File: src/rtl/tmr_unit.sv
// 16-bit memory-mapped timer: prescaler, periodic / one-shot modes,
// sticky overflow flag with edge-triggered software clear.
module tmr_unit #(
    parameter int CNT_W = 16,
    parameter int PS_W  = 4
) (
    input  logic             clk,
    input  logic             reset,
    input  logic [31:0]      tmr_ctrl,
    output logic [CNT_W-1:0] tmr_cntr,
    output logic             tmr_overflow,
    output logic             ovf_pulse,
    output logic             busy
);

    localparam int PW = 2**PS_W - 1;
    localparam logic [PW-1:0]    P_ONE = 1;
    localparam logic [CNT_W-1:0] C_ONE = 1;

    typedef enum logic [1:0] {
        S_IDLE = 2'd0,
        S_RUN  = 2'd1,
        S_DONE = 2'd2
    } state_t;

    state_t           r_state;
    state_t           w_state_nxt;
    logic [CNT_W-1:0] r_cntr;
    logic [CNT_W-1:0] w_cntr_nxt;
    logic [PW-1:0]    r_p;
    logic [PW-1:0]    w_p_nxt;
    logic             r_ovf;
    logic             w_ovf_nxt;
    logic             r_pulse;
    logic             r_busy;
    logic             r_clr_q;

    logic             w_en;
    logic             w_ar;
    logic             w_clr;
    logic [PS_W-1:0]  w_ps;
    logic [CNT_W-1:0] w_period;
    logic [PW-1:0]    w_lim;
    logic             w_tick;
    logic             w_ovf_evt;
    logic             w_clr_rise;
    logic             w_unused;

    assign w_en     = tmr_ctrl[0];
    assign w_ar     = tmr_ctrl[1];
    assign w_clr    = tmr_ctrl[2];
    assign w_ps     = tmr_ctrl[4 +: PS_W];
    assign w_period = tmr_ctrl[16 +: CNT_W];
    assign w_unused = ^{tmr_ctrl[15:8], tmr_ctrl[3]};

    // Modular arithmetic: at PS = 15 the shift wraps to 0, giving all-ones.
    assign w_lim      = (P_ONE << w_ps) - P_ONE;
    assign w_tick     = (r_state == S_RUN) && (r_p == w_lim);
    assign w_ovf_evt  = w_tick && w_en && (r_cntr >= w_period);
    assign w_clr_rise = w_clr && !r_clr_q;

    always_ff @(posedge clk) begin
        if (reset) begin
            r_state <= S_IDLE;
            r_cntr  <= '0;
            r_p     <= '0;
            r_ovf   <= 1'b0;
            r_pulse <= 1'b0;
            r_busy  <= 1'b0;
            r_clr_q <= 1'b0;
        end else begin
            r_state <= w_state_nxt;
            r_cntr  <= w_cntr_nxt;
            r_p     <= w_p_nxt;
            r_ovf   <= w_ovf_nxt;
            r_pulse <= w_ovf_evt;
            r_busy  <= (w_state_nxt == S_RUN);
            r_clr_q <= w_clr;
        end
    end

    always_comb begin
        w_state_nxt = r_state;
        unique case (r_state)
            S_IDLE: if (w_en) w_state_nxt = S_RUN;
            S_RUN: begin
                if (!w_en)
                    w_state_nxt = S_IDLE;
                else if (w_ovf_evt && !w_ar)
                    w_state_nxt = S_DONE;
            end
            S_DONE: if (!w_en) w_state_nxt = S_IDLE;
            default: w_state_nxt = S_IDLE;
        endcase
    end

    always_comb begin
        w_cntr_nxt = r_cntr;
        w_p_nxt    = '0;
        unique case (r_state)
            S_IDLE: w_cntr_nxt = '0;
            S_RUN: begin
                if (!w_en) begin
                    w_cntr_nxt = '0;
                end else begin
                    w_p_nxt = w_tick ? '0 : r_p + P_ONE;
                    if (w_ovf_evt)
                        w_cntr_nxt = w_ar ? '0 : r_cntr;
                    else if (w_tick)
                        w_cntr_nxt = r_cntr + C_ONE;
                end
            end
            default: w_cntr_nxt = r_cntr;
        endcase
        // Set beats a simultaneous clear.
        if (w_ovf_evt)
            w_ovf_nxt = 1'b1;
        else if (w_clr_rise)
            w_ovf_nxt = 1'b0;
        else
            w_ovf_nxt = r_ovf;
    end

    assign tmr_cntr     = r_cntr;
    assign tmr_overflow = r_ovf;
    assign ovf_pulse    = r_pulse;
    assign busy         = r_busy;

endmodule

File: config.mk
export PLATFORM = sky130hd
export DESIGN_NAME = tmr_unit
export DESIGN_NICKNAME = d
export VERILOG_FILES = /design/src/rtl/tmr_unit.sv
export SDC_FILE = /design/constraint.sdc
export NUM_CORES = 1
export LEC_CHECK = 0
export BUFFER_PORTS_ARGS = -buffer_cell sky130_fd_sc_hd__buf_4
export CAP_MARGIN = 10
export CORE_ASPECT_RATIO = 0.6
export CORE_MARGIN = 2
export CORE_UTILIZATION = 55
export CTS_BUF_LIST = sky130_fd_sc_hd__clkbuf_8
export DETAILED_ROUTE_END_ITERATION = 16
export PLACE_DENSITY = 0.91
export SLEW_MARGIN = 40
export SYNTH_ARGS = -nofsm -noshare
export SYNTH_HDL_FRONTEND = slang
export SYNTH_SLANG_ARGS = --single-unit
File: constraint.sdc
create_clock -name clk -period 4.3 [get_ports clk]
set_clock_uncertainty 0.15 [all_clocks]
set_input_delay 0.645 -clock clk [delete_from_list [all_inputs] [get_ports clk]]
set_output_delay 0.645 -clock clk [all_outputs]
set_load 0.02 [all_outputs]
Word-level counts from Yosys, hierarchy flattened. Index checks and enable logic that the tools add are counted.

Multipliers: 0. Eq/ne operators: 6. Bitwise operators: 2. Reductions and logical operators: 12. Mux-type cells: 12. Shift-type cells: 1. $add $sub $neg: 3. Div/mod/pow operators: 0. Magnitude comparators: 1.

Operator list (number): $mux 16 (4); $pmux 16 s2 (1); $add 16x1->16 const B (1); $ge 16x16->1 (1); $add 15x1->15 const B (1); $eq 15x15->1 (1); $shl 1x4->15 const A (1); $sub 15x1->15 const B (1); $mux 2 (4); $ne 4x4->1 const B (2); $pmux 2 s3 (1); $logic_and 1x1->1 (5); $eq 2x1->1 const B (2); $reduce_bool 2->1 (2); $reduce_or 4->1 (1); $reduce_and 3->1 (1); $eq 2x2->1 const B (1); $logic_not 1->1 (2); $logic_not 2->1 (1); $mux 1 (2); $not 1->1 (2).

Word-level logic and storage cells: 44. Input bits: 34. Latch bits: 0. ROM bits: 0. Output and inout port bits: 19. Flip-flop bits (word level): 37. Memories kept: 0. Memory bits (writable): 0.

Longest topological paths before layout. Gate-level depths: netlist of the first run.

Depth after elaboration: 11. Mapped depth: 15. Mapped depth without buffers: 10.

Worst setup path after synthesis of the first run. Ideal clock, no wire load.

Path type: input port to flip-flop. From: input tmr_ctrl[7]. To: register r_busy, in the netlist busy. Arrival time: 3562 ps. Cell stages on the path: 13. Path buffers: 3. Library setup time: 118 ps. Data required time: 4032 ps. Slack: 470 ps. Path through: clkbuf_1 -> clkbuf_1 -> nor2_1 -> nand2_1 -> ha_1 -> buf_6 -> or3_1 -> a21o_1 -> and3_1 -> or4b_4 -> nor3_2 -> or4b_1 -> nor3b_1.

Word-level cells in the longest chain between the ends: 11.

RTL lines: from (decl) (line 9) `input logic [31:0] tmr_ctrl,`; $shl 1x4->15 (line 57) `assign w_lim = (P_ONE << w_ps) - P_ONE;`; $sub 15x1->15 (line 57); $eq 15x15->1 (line 58) `assign w_tick = (r_state == S_RUN) && (r_p == w_lim);`; $logic_and 1x1->1 (line 58); $logic_and 1x1->1 (2 in series) (line 59) `assign w_ovf_evt = w_tick && w_en && (r_cntr >= w_period);`; $logic_and 1x1->1 (line 89) `else if (w_ovf_evt && !w_ar)`; $mux 2 (line 89); $mux 2 (line 87) `if (!w_en)`; $pmux 2 s3 (line 84) `unique case (r_state)`; $eq 2x1->1 (line 77) `r_busy <= (w_state_nxt == S_RUN);`; to (signal assigned) (line 77); to (decl) (line 35) `logic r_busy;`.

Every way passes these cells. A chain may end at the register's enable or synchronous reset.

Worst setup path in the final report of the first run.
From: input tmr_ctrl[6]. To: register r_busy, in the netlist busy.

Same word-level chain as after synthesis.

==> results of run 1 <==
==> flip-flops by register name, summed over array words and instances, names as in the netlist <==
| register | cells |
|---|---|
| tmr_cntr | 16 |
| r_p | 15 |
| r_state | 2 |
| busy | 1 |
| ovf_pulse | 1 |
| r_clr_q | 1 |
| tmr_overflow | 1 |
==> final cells by class <==
| class | count | area, um2 |
|---|---|---|
| clock inverters | 1 | 5.00 |
| repair buffers | 47 | 353 |
| clock buffers | 7 | 96.3 |
| inverters | 34 | 128 |
| well taps | 63 | 78.8 |
| flip-flops and latches | 37 | 741 |
| multi-input cells | 249 | 1620 |
| fillers | 369 | 1500 |
==> cell usage after synthesis, types with 5 or more instances <==
master	n
o211ai_1	8
o22ai_1	5
inv_1	34
clkbuf_1	9
nor4_1	6
xnor2_1	15
nor3_1	6
and3_1	7
a31oi_1	5
a21oi_1	9
nand3_1	16
o21ai_0	12
xor2_1	7
nand4_1	7
nor2_1	43
nand2_1	20
dfxtp_1	37
nor3b_1	7
ha_1	19
o21ai_1	12
==> layer usage <==
metal / track usage (%) / vias to the layer above / part of all wire, %
met2: 38.2 / 130 / 42
li1: - / 1276 / -
met1: 38.0 / 1199 / 46
met3: 6.44 / 14 / 10
met4: 6.40 / 0 / 1.2
met5: 0 / - / 0
==> worst max path at each step <==
stage / startpoint / end / slack, ps / cells after the start
finish: tmr_ctrl[6] / busy$_SDFF_PP0_ / 570 / 11
global placement: tmr_ctrl[6] / busy$_SDFF_PP0_ / 430 / 11
CTS: tmr_ctrl[6] / busy$_SDFF_PP0_ / 610 / 11
floorplan: tmr_ctrl[7] / busy$_SDFF_PP0_ / 470 / 13
global route: tmr_ctrl[6] / r_p[14]$_SDFF_PP0_ / 370 / 11
detailed placement: tmr_ctrl[6] / r_state[0]$_SDFF_PP0_ / 340 / 11
==> power by group through the flow <==
| stage | Sequential, uW | Clock, uW | Combinational [uW] |
|---|---|---|---|
| 2_1_floorplan | 354 | 0 | 44.0 |
| 3_3_place_gp | 353 | 0 | 68.6 |
| 3_5_place_dp | 353 | 0 | 72.1 |
| 4_1_cts | 345 | 270 | 72.5 |
| 5_1_grt | 345 | 283 | 81.3 |
| 6_report | 345 | 266 | 73.4 |
==> kinds of logic (layout without fill, tap and decap cells) <==
group	Yosys count	count (layout)	synth area share, %
adder cells (fa/ha/maj)	19	19	9.31
AND/OR/NAND/NOR	133	133	27.2
buffers and inverters	49	89	7.70
flip-flops	37	37	29.0
multiplexers	1	1	0.392
XOR/XNOR	22	22	7.55
AO/OA/AOI/OAI	74	74	18.8
==> through the flow <==
step	hold WS (ps)	util, %
final	329	66.8
after global routing	360	66.8
after CTS	335	66.8
after detailed placement	324	64.5
after global placement	311	64.5
after floorplan	294	-
==> critical path: stages <==
cell	delay (ps)
buf_4	180
nor2_1	310
nand3b_1	140
ha_1	210
or3_1	370
a21o_1	190
and3_1	180
or4b_4	530
nor3_2	330
or4b_1	520
nor3b_1	170
==> run summary, run 1 <==
status = finished clean
Syn Nets = 388
Worst setup SP type = input pin
fraction of layout cells with a size suffix above 1 = 16.0%
first-pass GRT wire length = 10.9 mm
Hold WC Path Type = reg -> reg
clk sinks = 37
Via density = 5.98
HP Start = r_state[1]$_SDFF_PP0_
FF-to-FF setup slack = 1480 ps
H-tree levels = 2
area grow syn2layout = 18.2%
fmax = 268 MHz
post-synthesis sequential area ratio = 29.0%
most used flip-flop cell after synthesis = dfxtp_1
worst-case vdd ir drop = 0.139 mV
DP Worst Slack = 336 ps
Leak = 0.00119 uW
synth warn = 0
cells after synthesis = 335
Placement Cell Area = 2920 um2
core area = 4520 um2
Mapped Area = 2550 um2
WHS Path Cells = 1
GP Congestion = 0.900
total track usage = 26.0%
initial antenna violation count = 0
design area = 3020 um2
routed wire length per instance = 14.8 um
CP arrival = 3760 ps
relative slew slack = 54.4%
Switching Share = 23.7%
Die ar. = 5220 um2
Clk Latency, worst-skew pair = 290 ps
MaxCap Viol Count = 0
Hold Path End = r_state[0]$_SDFF_PP0_
Nets = 427
Clock Tree Root = clkbuf_8
pwr dens = 227 nW/um2
GRT Residual Overflow = 0
Yosys top cell by area = dfxtp_1
die height = 56.8 um
clock group share of total power = 38.8%
FF-to-FF path depth = 7
clock slew at reported path FFs = 70 ps
Post-CTS Hold Buffers = 0
DRC = 0
initial detailed-routing violation count = 269
vias post-DR = 2619
vias in the first global route = 2348
FF-to-FF Start = tmr_cntr[2]$_SDFFE_PP0P_
Post-CTS Setup Inserts = 0
Placed Instances = 430
Final Hold Fails = 0
hpwl dp = 4.98 mm
I/O pin count = 53
Yosys reg bits = 37
Comb pwr share = 10.7%
Synth area leaders = dfxtp_1, ha_1, nor2_1, xnor2_1, inv_1
input/output buffers = 43
count of cell types in the netlist = 52
Initial Utilization = 56.5%
CTS tree = yes
sequential share of power = 50.4%
fin. max-slew vios = 0
Worst EP required = 4330 ps
Clock Tree Buf Depth = 2
commonest non-fill, non-tap cell in the layout = buf_4
Die Wd = 91.9 um
drt total wl = 6.47 mm
# diodes = 0
final setup margin = 567 ps
endpoint of the lowest-slack register-to-register path = tmr_cntr[13]$_SDFFE_PP0P_
switching power = 162 uW
most frequent cells in the layout = buf_4, nor2_1, dfxtp_1, inv_1, nand2_1
min Tclk post-route = 3730 ps
Post-DRT Antenna Nets = 0
internal power = 523 uW
drt pass-1 iters = 5
largest net degree at the start of global routing = 25
final total power = 685 uW
CP Class = in -> reg
Syn Area/Cell = 7.62 um2
RSZ-0062 raised after global routing = false
setup_tns = 0 ps
Post-CTS Resized = 0
CTS Buf Count = 5
final worst path period share = 86.8%
final cell count without fillers = 438
final setup vio count = 0
Worst Tran Pin Value = 678 ps
Synth async-reset ratio = 0%
CP Capture Type = flop
share of the synthesized area in the top cell type = 29.0%
Row Count = 19
number of synthesized flops with an enable pin = 0
CP max FO = 20
Note: power is estimated with default switching activity, not from simulation.
==> run 2: changes to the inputs <==
Settings changed: ABC_AREA set to 1, PLACE_DENSITY 0.91 to 0.9.
==> run 2 against run 1 <==
Effect of this change: sequential share of layout area fell by 2.5 points; via count grew 19%; sequential cell count stayed put; synthesized cell count is 41% higher; clock-buffer cell count decreased by 2; critical path type unchanged; non-clock buffer count shrank 4; maximum frequency grew 9.7%.
==> run summary, run 2 <==
Yosys top cell by area = dfxtp_1 (unchanged)
routed wire length per instance = 12.5 um (was 14.8 um)
MaxCap Viol Count = 0 (unchanged)
fin. max-slew vios = 0 (unchanged)
CP max-delay cell = nor3_2 (was or4b_4)
Placed Instances = 572 (was 430)
CTS Buf Count = 5 (unchanged)
Die ar. = 5940 um2 (was 5220 um2)
CP Class = in -> reg (unchanged)
final cell count without fillers = 580 (was 438)
CP max FO = 12 (was 20)
initial antenna violation count = 0 (unchanged)
status = finished clean (unchanged)
Mapped Area = 2930 um2 (was 2550 um2)
H-tree levels = 2 (unchanged)
RSZ-0062 raised after global routing = false (unchanged)
clk sinks = 37 (unchanged)
GRT Residual Overflow = 0 (unchanged)
Hold WC Path Type = reg -> reg (unchanged)
count of cell types in the netlist = 35 (was 52)
most used flip-flop cell after synthesis = dfxtp_1 (unchanged)
hpwl dp = 5.80 mm (was 4.98 mm)
max reg flops = 16 (unchanged)
slowest stage delay, CP = 630 ps (was 530 ps)
Clk Latency, worst-skew pair = 300 ps (was 290 ps)
number of synthesized flops with an enable pin = 0 (unchanged)
design area = 3360 um2 (was 3020 um2)
Synth area leaders = dfxtp_1, nand2_1, inv_1, ha_1, nand3_1 (was dfxtp_1, ha_1, nor2_1, xnor2_1, inv_1)
final worst path period share = 79.2% (was 86.8%)
largest net degree at the start of global routing = 16 (was 25)
Synth async-reset ratio = 0% (unchanged)
Post-DRT Antenna Nets = 0 (unchanged)
final setup vio count = 0 (unchanged)
Nets = 566 (was 427)
Post-CTS Hold Buffers = 0 (unchanged)
Worst EP required = 4390 ps (was 4330 ps)
DRC = 0 (unchanged)
critical path's most frequent cell = nand2_1
Post-synth top cells = nand2_1, inv_1, nor2_1, nand3_1, dfxtp_1 (was nor2_1, dfxtp_1, inv_1, nand2_1, ha_1)
Leak = 0.00161 uW (was 0.00119 uW)
total track usage = 25.5% (was 26.0%)
fmax = 294 MHz (was 268 MHz)
area grow syn2layout = 14.8% (was 18.2%)
Yosys reg bits = 37 (unchanged)
post-synthesis sequential area ratio = 25.3% (was 29.0%)
relative slew slack = 46.9% (was 54.4%)
Clock Tree Root = clkbuf_8 (unchanged)
Clock Tree Buf Depth = 2 (unchanged)
min Tclk post-route = 3400 ps (was 3730 ps)
GP Congestion = 0.926 (was 0.900)
clock slew at reported path FFs = 90 ps (was 70 ps)
most frequent cells in the layout = nand2_1, inv_1, nor2_1, nand3_1, buf_4 (was buf_4, nor2_1, dfxtp_1, inv_1, nand2_1)
CP Capture Type = flop (unchanged)
Post-CTS Setup Inserts = 0 (unchanged)
drt total wl = 7.23 mm (was 6.47 mm)
die height = 60.5 um (was 56.8 um)
Via density = 5.37 (was 5.98)
CTS tree = yes (unchanged)
# diodes = 0 (unchanged)
input/output buffers = 43 (unchanged)
Initial Utilization = 57.4% (was 56.5%)
drt pass-1 iters = 5 (unchanged)
Final Hold Fails = 0 (unchanged)
Die Wd = 98.2 um (was 91.9 um)
multi-input logic area = 1860 um2 (was 1620 um2)
I/O pin count = 53 (unchanged)
CP cell instances = buf_4 > nor2_2 > nand3_1 > ha_1 > inv_1 > nand2_1 > nand2_1 > nor2_1 > nand2_1 > nor2_1 > nand2_1 > nor2_2 > nand3_2 > nor3_2 > nand3_1 > a21oi_2 (was buf_4 > nor2_1 > nand3b_1 > ha_1 > or3_1 > a21o_1 > and3_1 > or4b_4 > nor3_2 > or4b_1 > nor3b_1)
Post-CTS Resized = 0 (unchanged)
Worst setup SP type = input pin (unchanged)
first-pass GRT wire length = 12.0 mm (was 10.9 mm)
Placement Cell Area = 3270 um2 (was 2920 um2)
Row Count = 20 (was 19)
cells after synthesis = 471 (was 335)
share of the synthesized area in the top cell type = 25.3% (was 29.0%)
initial detailed-routing violation count = 333 (was 269)
vias in the first global route = 2619 (was 2348)
pwr dens = 210 nW/um2 (was 227 nW/um2)
commonest non-fill, non-tap cell in the layout = nand2_1 (was buf_4)
synth warn = 0 (unchanged)
Worst Tran Pin Value = 792 ps (was 678 ps)
Syn Nets = 524 (was 388)
fraction of layout cells with a size suffix above 1 = 17.9% (was 16.0%)
core area = 5100 um2 (was 4520 um2)
register area = 741 um2 (unchanged)
worst-case vdd ir drop = 0.118 mV (was 0.139 mV)
top-count cell post-synth = nand2_1 (was nor2_1)
Syn Area/Cell = 6.22 um2 (was 7.62 um2)
CP arrival = 3500 ps (was 3760 ps)
setup_tns = 0 ps (unchanged)
vias post-DR = 3115 (was 2619)
Filler Cells Inserted = 456 (was 369)
-- run 2: cell types whose count changed in the layout (fill, tap and decap cells not counted), moves of 11 or more --
| cell | delta |
|---|---|
| a21oi_1 | +15 |
| inv_1 | +32 |
| nand2_1 | +118 |
| nand2_2 | +11 |
| nand3_1 | +28 |
| xnor2_1 | -15 |
-- run 2: layer usage --
| layer | track usage [%] | share of wire, % | vias up |
|---|---|---|---|
| met5 | 0 | 0 | - |
| li1 | - | - | 1584 |
| met1 | 37.4 | 49 | 1376 |
| met3 | 5.99 | 11 | 13 |
| met4 | 8.22 | 1.4 | 0 |
| met2 | 37.3 | 39 | 142 |
-- run 2: final timing paths --
| check | start | to | slack, ps | cells after the start |
|---|---|---|---|---|
| max | tmr_ctrl[7] | tmr_cntr[3]$_SDFFE_PP0P_ | 900 | 16 |
| min | tmr_overflow$_SDFFE_PP0P_ | tmr_overflow$_SDFFE_PP0P_ | 350 | 2 |
| max reg2reg | tmr_cntr[9]$_SDFFE_PP0P_ | tmr_cntr[3]$_SDFFE_PP0P_ | 1300 | 10 |
| min reg2reg | tmr_overflow$_SDFFE_PP0P_ | tmr_overflow$_SDFFE_PP0P_ | 350 | 2 |
-- run 2: power by group --
part | total, uW | internal [uW] | switching, uW
Sequential | 347 | 345 | 2.07
Clock | 261 | 115 | 146
Combinational | 99.3 | 38.2 | 61.1
-- run 2: through the flow --
step / worst slack (ps) / hold WS [ps] / power, uW / util [%]
after floorplan: 1410 / 291 / 422 / -
after global placement: 731 / 312 / 450 / 64.1
after detailed placement: 639 / 328 / 453 / 64.1
after CTS: 949 / 350 / 707 / 65.8
after global routing: 634 / 375 / 739 / 65.8
final: 896 / 345 / 707 / 65.8
-- run 2: final cells by class --
class	instances	area share [%]
clock buffers	5	2.05
flip-flops and latches	37	22.0
well taps	66	2.46
clock inverters	3	0.633
repair buffers	43	9.61
inverters	70	7.82
multi-input cells	356	55.4
-- run 2: cell families after synthesis --
| group | synth area share (%) |
|---|---|
| AO/OA/AOI/OAI | 10.5 |
| XOR/XNOR | 1.20 |
| flip-flops | 25.3 |
| buffers and inverters | 11.1 |
| AND/OR/NAND/NOR | 43.8 |
| adder cells (fa/ha/maj) | 8.12 |
-- run 2: worst max-delay path, delay by kind of cell --
family / cells / cell delay [ps]
and+or+nand+nor: 12 / 2110
adders and majority gates: 1 / 330
buffers and inverters: 2 / 210
AOI/OAI and AO/OA: 1 / 200
